<file path="src/rtl/mem_dump_streamer.sv">
// Walks NUM_WORDS data-memory words from BASE_ADDR after the core halts and
// streams each one out as an address/data beat on a valid/ready interface.
//
// state  | meaning
// IDLE   | waiting for halt_f
// REQ    | issue one synchronous read for the current word
// WAIT   | read data arrives; latch it into the output beat
// HOLD   | beat presented, waiting for the logger handshake
// DONE   | dump finished, waiting for halt_f to drop before re-arming
module mem_dump_streamer #(
  parameter int                ADDR_W    = 32,
  parameter int                DATA_W    = 32,
  parameter logic [ADDR_W-1:0] BASE_ADDR = '0,
  parameter int                NUM_WORDS = 16384
) (
  input  logic              clk,
  input  logic              rst,
  input  logic              clk_en,
  input  logic              halt_f,
  output logic              mem_rd_en,
  output logic [ADDR_W-1:0] mem_rd_addr,
  input  logic [DATA_W-1:0] mem_rd_data,
  output logic              out_valid,
  input  logic              out_ready,
  output logic [ADDR_W-1:0] out_addr,
  output logic [DATA_W-1:0] out_data,
  output logic              out_last,
  output logic              busy,
  output logic              done
);

  localparam int CNT_W = $clog2(NUM_WORDS + 1);

  localparam logic [2:0] S_IDLE = 3'd0;
  localparam logic [2:0] S_REQ  = 3'd1;
  localparam logic [2:0] S_WAIT = 3'd2;
  localparam logic [2:0] S_HOLD = 3'd3;
  localparam logic [2:0] S_DONE = 3'd4;

  localparam logic [CNT_W-1:0] LAST_CNT = CNT_W'(NUM_WORDS - 1);

  logic [2:0]        state_q,     state_d;
  logic [CNT_W-1:0]  cnt_q,       cnt_d;
  logic              out_valid_q, out_valid_d;
  logic [ADDR_W-1:0] out_addr_q,  out_addr_d;
  logic [DATA_W-1:0] out_data_q,  out_data_d;
  logic              out_last_q,  out_last_d;

  logic [ADDR_W-1:0] cnt_ext;
  logic [ADDR_W-1:0] req_addr;
  logic              handshake;

  // Address wraps silently past the top of the address space.
  assign cnt_ext   = ADDR_W'(cnt_q);
  assign req_addr  = BASE_ADDR + (cnt_ext << 2);
  assign handshake = out_valid_q & out_ready & clk_en;

  always_comb begin
    state_d     = state_q;
    cnt_d       = cnt_q;
    out_valid_d = out_valid_q;
    out_addr_d  = out_addr_q;
    out_data_d  = out_data_q;
    out_last_d  = out_last_q;
    if (clk_en) begin
      case (state_q)
        S_IDLE: begin
          if (halt_f) begin
            state_d = S_REQ;
            cnt_d   = '0;
          end
        end
        S_REQ: begin
          state_d = S_WAIT;
        end
        S_WAIT: begin
          out_data_d  = mem_rd_data;
          out_addr_d  = req_addr;
          out_last_d  = (cnt_q == LAST_CNT);
          out_valid_d = 1'b1;
          state_d     = S_HOLD;
        end
        S_HOLD: begin
          if (handshake) begin
            out_valid_d = 1'b0;
            if (out_last_q) begin
              state_d = S_DONE;
            end else begin
              cnt_d   = cnt_q + CNT_W'(1);
              state_d = S_REQ;
            end
          end
        end
        S_DONE: begin
          out_valid_d = 1'b0;
          if (!halt_f) state_d = S_IDLE;
        end
        default: begin
          state_d     = S_IDLE;
          out_valid_d = 1'b0;
        end
      endcase
    end
  end

  always_ff @(posedge clk or negedge rst) begin
    if (!rst) begin
      state_q     <= S_IDLE;
      cnt_q       <= '0;
      out_valid_q <= 1'b0;
      out_addr_q  <= '0;
      out_data_q  <= '0;
      out_last_q  <= 1'b0;
    end else begin
      state_q     <= state_d;
      cnt_q       <= cnt_d;
      out_valid_q <= out_valid_d;
      out_addr_q  <= out_addr_d;
      out_data_q  <= out_data_d;
      out_last_q  <= out_last_d;
    end
  end

  // Gating the strobe with clk_en keeps a frozen REQ from issuing a read.
  assign mem_rd_en   = clk_en & (state_q == S_REQ);
  assign mem_rd_addr = (state_q == S_REQ) ? req_addr : '0;

  assign out_valid = out_valid_q;
  assign out_addr  = out_addr_q;
  assign out_data  = out_data_q;
  assign out_last  = out_last_q;
  assign busy      = (state_q == S_REQ) | (state_q == S_WAIT) | (state_q == S_HOLD);
  assign done      = (state_q == S_DONE);

endmodule
</file>
<file path="config.mk">
export PLATFORM = sky130hd
export DESIGN_NAME = mem_dump_streamer
export DESIGN_NICKNAME = d
export VERILOG_FILES = /design/src/rtl/mem_dump_streamer.sv
export SDC_FILE = /design/constraint.sdc
export NUM_CORES = 1
export LEC_CHECK = 0
export ABC_AREA = 1
export ABC_CLOCK_PERIOD_IN_PS = 1700
export CORE_MARGIN = 2
export CORE_UTILIZATION = 35
export CTS_CLUSTER_DIAMETER = 120
export DETAILED_ROUTE_END_ITERATION = 6
export PLACE_DENSITY = 0.65
export SYNTH_ARGS = -nofsm -noshare
export SYNTH_HDL_FRONTEND = slang
export SYNTH_SLANG_ARGS = --single-unit
</file>
<file path="constraint.sdc">
create_clock -name clk -period 1.7 [get_ports clk]
set_input_delay 0.34 -clock clk [delete_from_list [all_inputs] [get_ports clk]]
set_output_delay 0.34 -clock clk [all_outputs]
set_load 0.01 [all_outputs]
</file>
; ---- Word level (Yosys, flattened, before mapping)
; Cells that the tools add are included.
[totals]
regBits = 67
latchBits = 0
ramBits = 0
romBits = 0
out_inout_bits = 101
elab_cells = 41
n_memories = 0
[classes]
n_addsub = 1
mul = 0
n_div = 0
order_cmp = 0
eq_ne = 9
shifts = 0
mux = 12
bitwise = 6
n_reduce_logical = 7
[ops]
columns = op, count
row1 = $mux 15, 3
row2 = $pmux 15 s2, 1
row3 = $mux 17, 1
row4 = $add 15x1->15 const B, 1
row5 = $eq 15x14->1 const B, 1
row6 = $pmux 3 s5, 1
row7 = $mux 3, 4
row8 = $ne 2x2->1 const B, 4
row9 = $eq 3x2->1 const B, 2
row10 = $reduce_and 5->1, 1
row11 = $reduce_and 4->1, 1
row12 = $and 1x1->1, 3
row13 = $eq 3x1->1 const B, 1
row14 = $eq 3x3->1 const B, 1
row15 = $logic_not 3->1, 1
row16 = $pmux 1 s3, 1
row17 = $reduce_and 3->1, 1
row18 = $or 1x1->1, 2
row19 = $reduce_and 2->1, 1
row20 = $reduce_bool 2->1, 1
row21 = $reduce_or 2->1, 1
row22 = $mux 1, 1
row23 = $not 1->1, 1

; ---- Logic depth before layout (Yosys ltp)
[depth]
depth_word = 4
depth_mapped = 10
ltp_nobuf = 9

; ---- Least setup slack after synthesis
; OpenSTA, ideal clock, no wires.
[synth_path]
path_kind = register to output
start = reg state_q[1]
end = out mem_rd_addr[10]
arrival_ns = 1.130
required_time_ns = 1.360
path_slack_ns = 0.230
path_stages_with_launch = 6
path_buffers = 2
cell_sequence = dfrtp_1 -> buf_4 -> nor2_1 -> nand2_1 -> clkbuf_1 -> nor2_1
[synth_via]
elab_chain_cells = 2
[synth_lines]
columns = item, line
row1 = "start, declared", 42  ; logic [2:0] state_q, state_d;
row2 = "start signal, assigned", 115  ; state_q <= state_d;
row3 = $eq 3x1->1, 126  ; assign mem_rd_addr = (state_q == S_REQ) ? req_addr : '0;
row4 = $mux 17, 126
row5 = "end, declared", 21  ; output logic [ADDR_W-1:0] mem_rd_addr,
; Every way passes these cells.

; ---- Worst setup path in the final report
[layout_path]
start = reg state_q[2]
end = out busy
[layout_via]
elab_chain_cells = 3
[layout_lines]
columns = item, line
row1 = $eq 3x1->1 / $eq 3x2->1 (equally long branches), 132  ; assign busy = (state_q == S_REQ) | (state_q == S_WAIT) | (state_q == S_HOLD);
row2 = $or 1x1->1, 132
row3 = $or 1x1->1 (*), 132
row4 = "end, declared", 28  ; output logic busy,
; Mark *: on every way between the ends. The rest lies on a longest branch, timed or not.

==> parameters.txt <==
Parameter                              Value

Power
  Static leakage    approximately 2.4 nW
  Worst vdd rail ir drop    roughly 0.74 mV
  Power per Cell Area    around 1400 mW/mm^2

Die
  Initial Util    0.363
  Count of pins on the block boundary    138
  Die area    0.0105 mm^2
  Die X    approximately 100 um
  Site row count    35
  Core region area    a little over 0.009 mm^2
  Height of the chip    approximately 100 um

Worst setup path
  Maximum fanout encountered on the critical timing path    4
  Category of the critical setup timing path    reg -> out
  Critical path endpoint category    output pin
  WP data arrival    ~1.5 ns
  Kind of launch point of the worst setup path    flop
  Worst endpoint required time    roughly 1.4 ns

Worst hold path
  Min-delay worst type    in -> async

Logic synthesis
  Synthesized area divided by synthesized cell count    between 8 and 9 um^2
  Top-count cell post-synth    sky130_fd_sc_hd__nand2_1
  Sequential share of the synthesized area    0.495
  Main synth FF type    sky130_fd_sc_hd__dfrtp_1
  Post-synthesis async set-or-reset flop share    1.00
  Flip-flop and latch count after synthesis    67
  Post-synth EDFFs    0
  Leading area contributor after synthesis    sky130_fd_sc_hd__dfrtp_1
  Proportion of netlist area held by the largest area contributor    0.495
  Largest cells by area after synthesis    sky130_fd_sc_hd__dfrtp_1, sky130_fd_sc_hd__nand2_1, sky130_fd_sc_hd__buf_4
  Yosys synthesis warning count    0
  Post-synthesis cell area    0.00339 mm^2
  Unique masters post-synth    25
  Syn Inst Count    roughly 420
  Commonest cells in the synthesized netlist    sky130_fd_sc_hd__nand2_1, sky130_fd_sc_hd__dfrtp_1, sky130_fd_sc_hd__buf_4, sky130_fd_sc_hd__nor2_1, sky130_fd_sc_hd__inv_1

Place
  Routability congestion estimate from global placement    between 0.7 and 0.8
  IO buf count    roughly 100
  # placed instances    approximately 660
  DPL Wire Length    between 5000 and 6000 um

Global routing
  Overflow left after global routing    0
  Largest net degree at the start of global routing    just under 70
  First-pass GRT wire length    ~13000 um
  Number of global-route vias before repair    between 2000 and 3000
  Antenna violations before repair    0
  Tot GR Track Use    0.164

Clocking
  Number of buffers created by CTS    9
  H-Tree Depth    3
  TritonCTS sink count    67
  CTS tree    done
  Number of buffers on the longest clock path    2
  Clock-pin transition on the worst setup and hold timing paths    about 0.08 ns
  Cell chosen for the clock root    sky130_fd_sc_hd__clkbuf_8
  Clock latency at the later pin of the worst-skew pair    approximately 0.34 ns

Finish
  Layout cell share with drive strength beyond 1    0.201
  Syn-to-layout area delta    47.0%
  Number of antenna repair diodes    0
  Number of nets in the layout    590
  Cell Count, Final, Fillers Out    between 600 and 700
  Core Util, Final    0.534

Routing
  Post-route ant nets    0
  Total routed wirelength    8250 um
  Post-DR wirelength/cell    approximately 12 um
  Count of unresolved DRC violations after routing    0
  Routed via count divided by cell count    4.35
  Number of search-and-repair iterations in the first detailed-routing pass    4
  Number of DRC markers after the initial detailed-route iteration    85
  Total number of vias    about 3000

Timing
  Final setup fails    16
  Post-route clock period utilization    1.05
  Achievable clock frequency    roughly 560 MHz
  Shortest period the worst path allows    around 1.8 ns
  Unrepaired setup endpoints after global routing    true
  Fin worst setup slack    -0.0863 ns
  Final hold slack    0.00356 ns
  Final TNS setup    -0.442 ns
  Fin. max-slew vios    0
  Final-report hold violation count    0
  Worst setup skew after layout    just over 0.01 ns

Run status
  Violations in the final reports    setup timing
  Run status    finished with violations

Run
  Maxcap violations    0
per-stage QoR:
step / cell area, um^2 / power, mW / worst slack (ns)
2_1_floorplan: 3510 / 3.71 / 0.230
3_3_place_gp: 4550 / 5.06 / -0.203
4_1_cts: 4870 / 7.05 / -0.113
5_1_grt: 4980 / 7.64 / -0.165
3_5_place_dp: 4550 / 5.11 / -0.198
6_report: 4980 / 7.16 / -0.0863
flip-flops by register name, summed over array words and instances (netlist names):
register	cells
out_data	32
cnt_q	15
out_addr	15
state_q	3
out_last	1
out_valid	1
final cells by class:
type | count | area (um^2)
clock inverters | 6 | 113
repair buffers | 134 | 1290
flip-flops and latches | 67 | 1680
multi-input cells | 314 | 1500
clock buffers | 10 | 138
well taps | 129 | 161
fillers | 900 | 4350
inverters | 26 | 103
worst paths after layout:
path	from	to	slack, ns	depth (start not counted)
worst max-delay path	state_q[2]	busy	-0.09	7
worst min-delay path	rst	out_data[18]	0.004	2
worst max register to register	state_q[2]	cnt_q[13]	0.05	12
worst min register to register	out_data[5]	out_data[5]	0.47	2
max in group asynchronous	rst	state_q[0]	1.38	2
min in group clk	out_data[5]	out_data[5]	0.47	2
placed cells by master (no fill, tap or decap), drive strengths merged:
cell,n
a31oi,1
xor2,6
clkdlybuf4s50,84
nor3b,1
nor3,4
nand4,5
clkdlybuf4s15,1
nand3,13
ha,1
o21ai,25
clkbuf,10
buf,49
conb,34
dfrtp,67
bufinv,3
nor2,37
nand2,187
clkinv,3
inv,26
what timing repair did:
item / 4_1_cts / 5_1_grt
hold buffers: 0 / 0
pin swaps: 1 / 6
setup endpoints to repair: 18 / 33
hold endpoints to repair: 0 / 0
gates resized for setup: 101 / 22
gates cloned: 1 / 1
setup buffers: 2 / 4
report_power, final:
part           leakage [nW]  total (mW)  switching (mW)  internal [mW]
registers             0.882        2.37           0.300           2.07
logic                  1.39        3.15            1.56           1.59
clock network         0.126        1.64           0.624           1.02
total                  2.40        7.16            2.49           4.67
worst max-delay path: stages (launching register included):
cell,delay [ns]
sky130_fd_sc_hd__dfrtp_1,0.42
sky130_fd_sc_hd__nor2_4,0.14
sky130_fd_sc_hd__nand2_4,0.10
sky130_fd_sc_hd__buf_6,0.14
sky130_fd_sc_hd__o21ai_2,0.04
sky130_fd_sc_hd__inv_1,0.07
sky130_fd_sc_hd__nand2_1,0.07
sky130_fd_sc_hd__buf_2,0.12
per-layer routing:
metal	GRT usage	vias up	part of all wire
met3	0.0698	14	0.099
met4	0.0677	0	0.017
li1	-	1490	-
met5	0	-	0
met1	0.190	1366	0.42
met2	0.268	112	0.47
kinds of logic after synthesis:
logic type               synth area share
buffers and inverters               0.132
AND/OR/NAND/NOR                     0.299
AO/OA/AOI/OAI                      0.0543
flip-flops                          0.495
other                             0.00111
XOR/XNOR                           0.0155
adder cells (fa/ha/maj)           0.00369
(Power assumes the default switching activity.)
